`config.mk`:
```
export PLATFORM = sky130hd
export DESIGN_NAME = shift_sequencer
export DESIGN_NICKNAME = d
export VERILOG_FILES = /design/src/rtl/shift_sequencer_pkg.sv /design/src/rtl/shift_sequencer_shifter.sv /design/src/rtl/shift_sequencer.sv
export SDC_FILE = /design/constraint.sdc
export NUM_CORES = 1
export LEC_CHECK = 0
export ABC_AREA = 1
export CELL_PAD_IN_SITES_DETAIL_PLACEMENT = 2
export CELL_PAD_IN_SITES_GLOBAL_PLACEMENT = 2
export CORE_MARGIN = 4
export CORE_UTILIZATION = 27
export CTS_CLUSTER_SIZE = 12
export DETAILED_ROUTE_END_ITERATION = 10
export GPL_TIMING_DRIVEN = 0
export PLACE_DENSITY = 0.81
export SLEW_MARGIN = 20
export SYNTH_ARGS = -nofsm -noshare
export SYNTH_HDL_FRONTEND = slang
export SYNTH_SLANG_ARGS = --single-unit
export TNS_END_PERCENT = 5
```
`constraint.sdc`:
```
create_clock -name clk -period 2.42 [get_ports clk]
set_clock_uncertainty 0.15 [all_clocks]
set_input_delay 0.484 -clock clk [delete_from_list [all_inputs] [get_ports clk]]
set_output_delay 0.484 -clock clk [all_outputs]
set_load 0.01 [all_outputs]
```
`src/rtl/shift_sequencer_pkg.sv`:
```
// Shared encodings for the multi-cycle shift sequencer and its single-step shifter.
package shift_sequencer_pkg;

    localparam int SHIFT_WIDTH = 16;

    typedef enum logic [1:0] {
        SH_LSL = 2'b00,
        SH_LSR = 2'b01,
        SH_ROL = 2'b10,
        SH_ROR = 2'b11
    } shift_op_t;

    typedef enum logic [1:0] {
        S_IDLE = 2'b00,
        S_RUN  = 2'b01,
        S_FIN  = 2'b10
    } seq_state_t;

endpackage

```
`src/rtl/shift_sequencer_shifter.sv`:
```
// Single-step combinational shifter: one-bit logical shift or rotate per evaluation.
module shifter
    import shift_sequencer_pkg::*;
#(
    parameter int WIDTH = SHIFT_WIDTH
) (
    input  logic [WIDTH-1:0] word,
    input  shift_op_t        sel,
    input  logic             il,
    input  logic             ir,
    output logic [WIDTH-1:0] result
);

    always_comb begin
        result = word;
        case (sel)
            SH_LSL:  result = {word[WIDTH-2:0], il};
            SH_LSR:  result = {ir, word[WIDTH-1:1]};
            SH_ROL:  result = {word[WIDTH-2:0], word[WIDTH-1]};
            SH_ROR:  result = {word[0], word[WIDTH-1:1]};
            default: result = word;
        endcase
    end

endmodule

```
`src/rtl/shift_sequencer.sv`:
```
// Multi-cycle shift/rotate controller iterating the 1-bit shifter AMT times.
// Build option: SHIFT_SEQ_CARRY_EN adds a CARRY output holding the last bit shifted out.
//
// state  | meaning
// S_IDLE | waiting for START, result held on dout
// S_RUN  | one shifter step per clock, count tracks steps left
// S_FIN  | done pulse cycle, START ignored
module shift_sequencer
    import shift_sequencer_pkg::*;
#(
    parameter int WIDTH = SHIFT_WIDTH,
    parameter int AMT_W = 4
) (
    input  logic             clk,
    input  logic             rst,
    input  logic             start,
    input  logic             abort,
    input  logic [1:0]       op,
    input  logic [AMT_W-1:0] amt,
    input  logic             fill,
    input  logic [WIDTH-1:0] din,
    output logic [WIDTH-1:0] dout,
    output logic             busy,
`ifdef SHIFT_SEQ_CARRY_EN
    output logic             carry,
`endif
    output logic             done
);

    if (WIDTH != SHIFT_WIDTH) begin : g_width_check
        $error("shift_sequencer: WIDTH must be 16 to match the shifter datapath");
    end

    seq_state_t       state;
    logic [AMT_W-1:0] count;
    shift_op_t        op_q;
    logic             fill_q;
    logic [WIDTH-1:0] stepped;

    shifter #(.WIDTH(WIDTH)) u_shifter (
        .word   (dout),
        .sel    (op_q),
        .il     (fill_q),
        .ir     (fill_q),
        .result (stepped)
    );

`ifdef SHIFT_SEQ_CARRY_EN
    // Left-moving ops lose the MSB, right-moving ops lose the LSB.
    logic out_bit;
    assign out_bit = op_q[0] ? dout[0] : dout[WIDTH-1];
`endif

    always_ff @(posedge clk or posedge rst) begin
        if (rst) begin
            state  <= S_IDLE;
            dout   <= '0;
            count  <= '0;
            op_q   <= SH_LSL;
            fill_q <= 1'b0;
            busy   <= 1'b0;
            done   <= 1'b0;
`ifdef SHIFT_SEQ_CARRY_EN
            carry  <= 1'b0;
`endif
        end else begin
            case (state)
                S_IDLE: begin
                    done <= 1'b0;
                    if (start) begin
                        dout   <= din;
                        count  <= amt;
                        op_q   <= shift_op_t'(op);
                        fill_q <= fill;
                        busy   <= 1'b1;
`ifdef SHIFT_SEQ_CARRY_EN
                        carry  <= 1'b0;
`endif
                        if (amt != '0) begin
                            state <= S_RUN;
                        end else begin
                            state <= S_FIN;
                            done  <= 1'b1;
                        end
                    end
                end
                S_RUN: begin
                    if (abort) begin
                        state <= S_IDLE;
                        busy  <= 1'b0;
                    end else begin
                        dout  <= stepped;
                        count <= count - AMT_W'(1);
`ifdef SHIFT_SEQ_CARRY_EN
                        carry <= out_bit;
`endif
                        if (count == AMT_W'(1)) begin
                            state <= S_FIN;
                            done  <= 1'b1;
                        end
                    end
                end
                S_FIN: begin
                    state <= S_IDLE;
                    busy  <= 1'b0;
                    done  <= 1'b0;
                end
                default: begin
                    state <= S_IDLE;
                    busy  <= 1'b0;
                    done  <= 1'b0;
                end
            endcase
        end
    end

endmodule

```
==> results.ini <==
[outcome]
outcome=finished, final reports clean

[die]
dieArea_um2=7274
ioPinCount=45
die_y_um=85.29
coreArea_um2=5642
num_rows=27
die_w_um=85.29
start_util=0.2859

[yosys]
async_flop_share=1.000
synth_fp_nets=272
yosys_warnings=0
synth-seq-cells=27
syn_area_um2=1613
yosysSeqAreaShare=0.4189
synthFlopType=dfrtp_1
synth_area_leaders=dfrtp_1, nand2_1, inv_1
synth_commonest_cells=nand2_1, inv_1, dfrtp_1
post-synth-top-area-cell=dfrtp_1
synth_cells=243
yosysUniqueCellTypes=19
avgSynthCellArea_um2=6.637
yosysMostFrequentCell=nand2_1
synth_top_cell_area_share=0.4189
synth-edff-count=0

[sta]
post-route-min-period_ps=1934
worst_pin_slew_ps=599.0
hold_violations=0
slew_headroom=0.6001
setup_viol=0
maxSlewViolCount=0
grt_setup_unrepaired=false
min_period_over_period=0.7990
setup_tns_ps=0
clock.fmax_ghz=0.5172

[critical_path]
cpPeakStageDelay_ps=570
crit_family=buffers and inverters
crit_path_max_fanout=4
crit_chain=clkdlybuf4s50_1
end_kind=output port
crit_required_ps=1790
startpoint_type=flop
critPathSlowestCell=clkdlybuf4s50_1
crit_buf_inv=1
worstPathArrival_ps=1300
critPathKind=flop to output port

[global_route]
antenna_found_initial=0
grt_usage=0.1593
grt_max_degree=28
grt_pass1_vias=1922
grt_pass1_wl_um=9266
grt-ovfl-total=0

[placed_design]
post_dp_cell_area_um2=2143
gp_congestion=0.7146
io_buffers=44
place_hpwl_um=4326

[power_and_ir_drop]
clkPwrFrac=0.097
switching_share=0.4788
p_int_w=0.001517
vdd_drop_max_uv=436.1
pwr-share-comb=0.611
power_density_nw_per_um2=1328
p_seq_frac=0.292
netSwitchingPower_w=0.001394
p_leak_nw=1.117

[layout]
stdcell_area_um2=2192
diodes=0
drive_above_1_share=0.06529
register_area_um2=675.6
multi_input_area_um2=759.5
fin_nets=321
area_growth_pct=35.92
n_fill_cell=704

[clocking]
clkTransAtPathRegs_ps=110
cts_tree=built
cts_made_buffers=3
post_cts_buffers=0
h-tree-depth=1
root_buffer=clkbuf_8
cts_buffer_depth=2
ctsHoldBuffers=0
clock_latency_ps=290
cts-resized-gates=0
cts.sinks=27

[routing]
viasPerCell=4.713
drc=0
route.vias.total=1711
drtAntennaViolNets=0
wire_per_inst_um=15.16
drt-initial-drc-count=58
wl_um=5502
drt_pass1_iterations=4

[run]
maxCapViolations=0

[hold_path]
hold_class=flop to flop

[final cells by class]
cell class / count / area share
plain buffers: 9 / 0.02968
clock buffers: 3 / 0.01884
clock inverters: 1 / 0.003425
inverters: 30 / 0.05137
multi-input cells: 177 / 0.3465
flip-flops and latches: 27 / 0.3082
well taps: 72 / 0.04110
repair buffers: 44 / 0.2009
[layer usage]
metal	vias to the layer above	wire [um]	GRT usage
li1	836	-	-
met1	842	2548	0.1983
met2	29	2724	0.2874
met3	4	183	0.02524
met4	0	46	0.03453
met5	-	0	0
[stage by stage]
stage / instances / util / setup WS [ps] / hold WS (ps) / total power (W)
global route: 363 / 0.3886 / 424.7 / 434.4 / 0.003222
finish: 363 / 0.3886 / 486.4 / 373.3 / 0.002911
floorplan: 243 / - / 1187 / 321.7 / 0.001925
CTS: 363 / 0.3886 / 460.8 / 384.7 / 0.002974
global placement: 359 / 0.3799 / 382.1 / 346.6 / 0.002587
detailed placement: 359 / 0.3799 / 485.4 / 354.9 / 0.002680
[logic make-up after synthesis]
family,count (synthesis),synth area share
compound gates,25,0.07836
xor+xnor,1,0.005432
fa+ha+maj,2,0.01551
buf+inv,39,0.1102
flops,27,0.4189
simple gates,149,0.3716
[path summary, 6_finish.rpt]
kind / start / to / slack (ps) / cells after the start
max: dout[15] / dout[15] / 490 / 1
max reg2reg: op_q[0] / dout[6] / 970 / 7
max in group asynchronous: rst / done / 1290 / 2
min: fill_q / fill_q / 370 / 2
min in group asynchronous: rst / dout[8] / 440 / 2
min reg2reg: fill_q / fill_q / 370 / 2
[worst register-to-register path, cell delays in order (launching register included)]
cell and delay (ps):
dfrtp_1 450, inv_2 200, buf_4 220, nand2_1 70, nand3_1 90, nand2_1 60, nand2_1 50, o21ai_0 70
[power groups by stage]
stage	sequential, W	clock [W]	combinational [W]
4_1_cts	0.000855	0.000294	0.00183
5_1_grt	0.000883	0.000307	0.00203
6_report	0.000850	0.000281	0.00178
2_1_floorplan	0.000886	0	0.00104
3_3_place_gp	0.000850	0	0.00174
3_5_place_dp	0.000863	0	0.00182
[cell usage in the layout (no fill, tap or decap), types with 3 or more instances in the layout]
master,count
inv_1,28
nor2_1,18
clkdlybuf4s50_1,44
buf_4,3
o21ai_0,20
nand2_1,107
dfrtp_1,27
buf_2,4
nand3_1,20
clkbuf_8,3
[registers in the layout, summed over array words and instances (netlist names)]
signal / flops
op_q: 2
busy: 1
state: 2
count: 4
fill_q: 1
dout: 16
done: 1
Power figures use the tool's default switching activity.
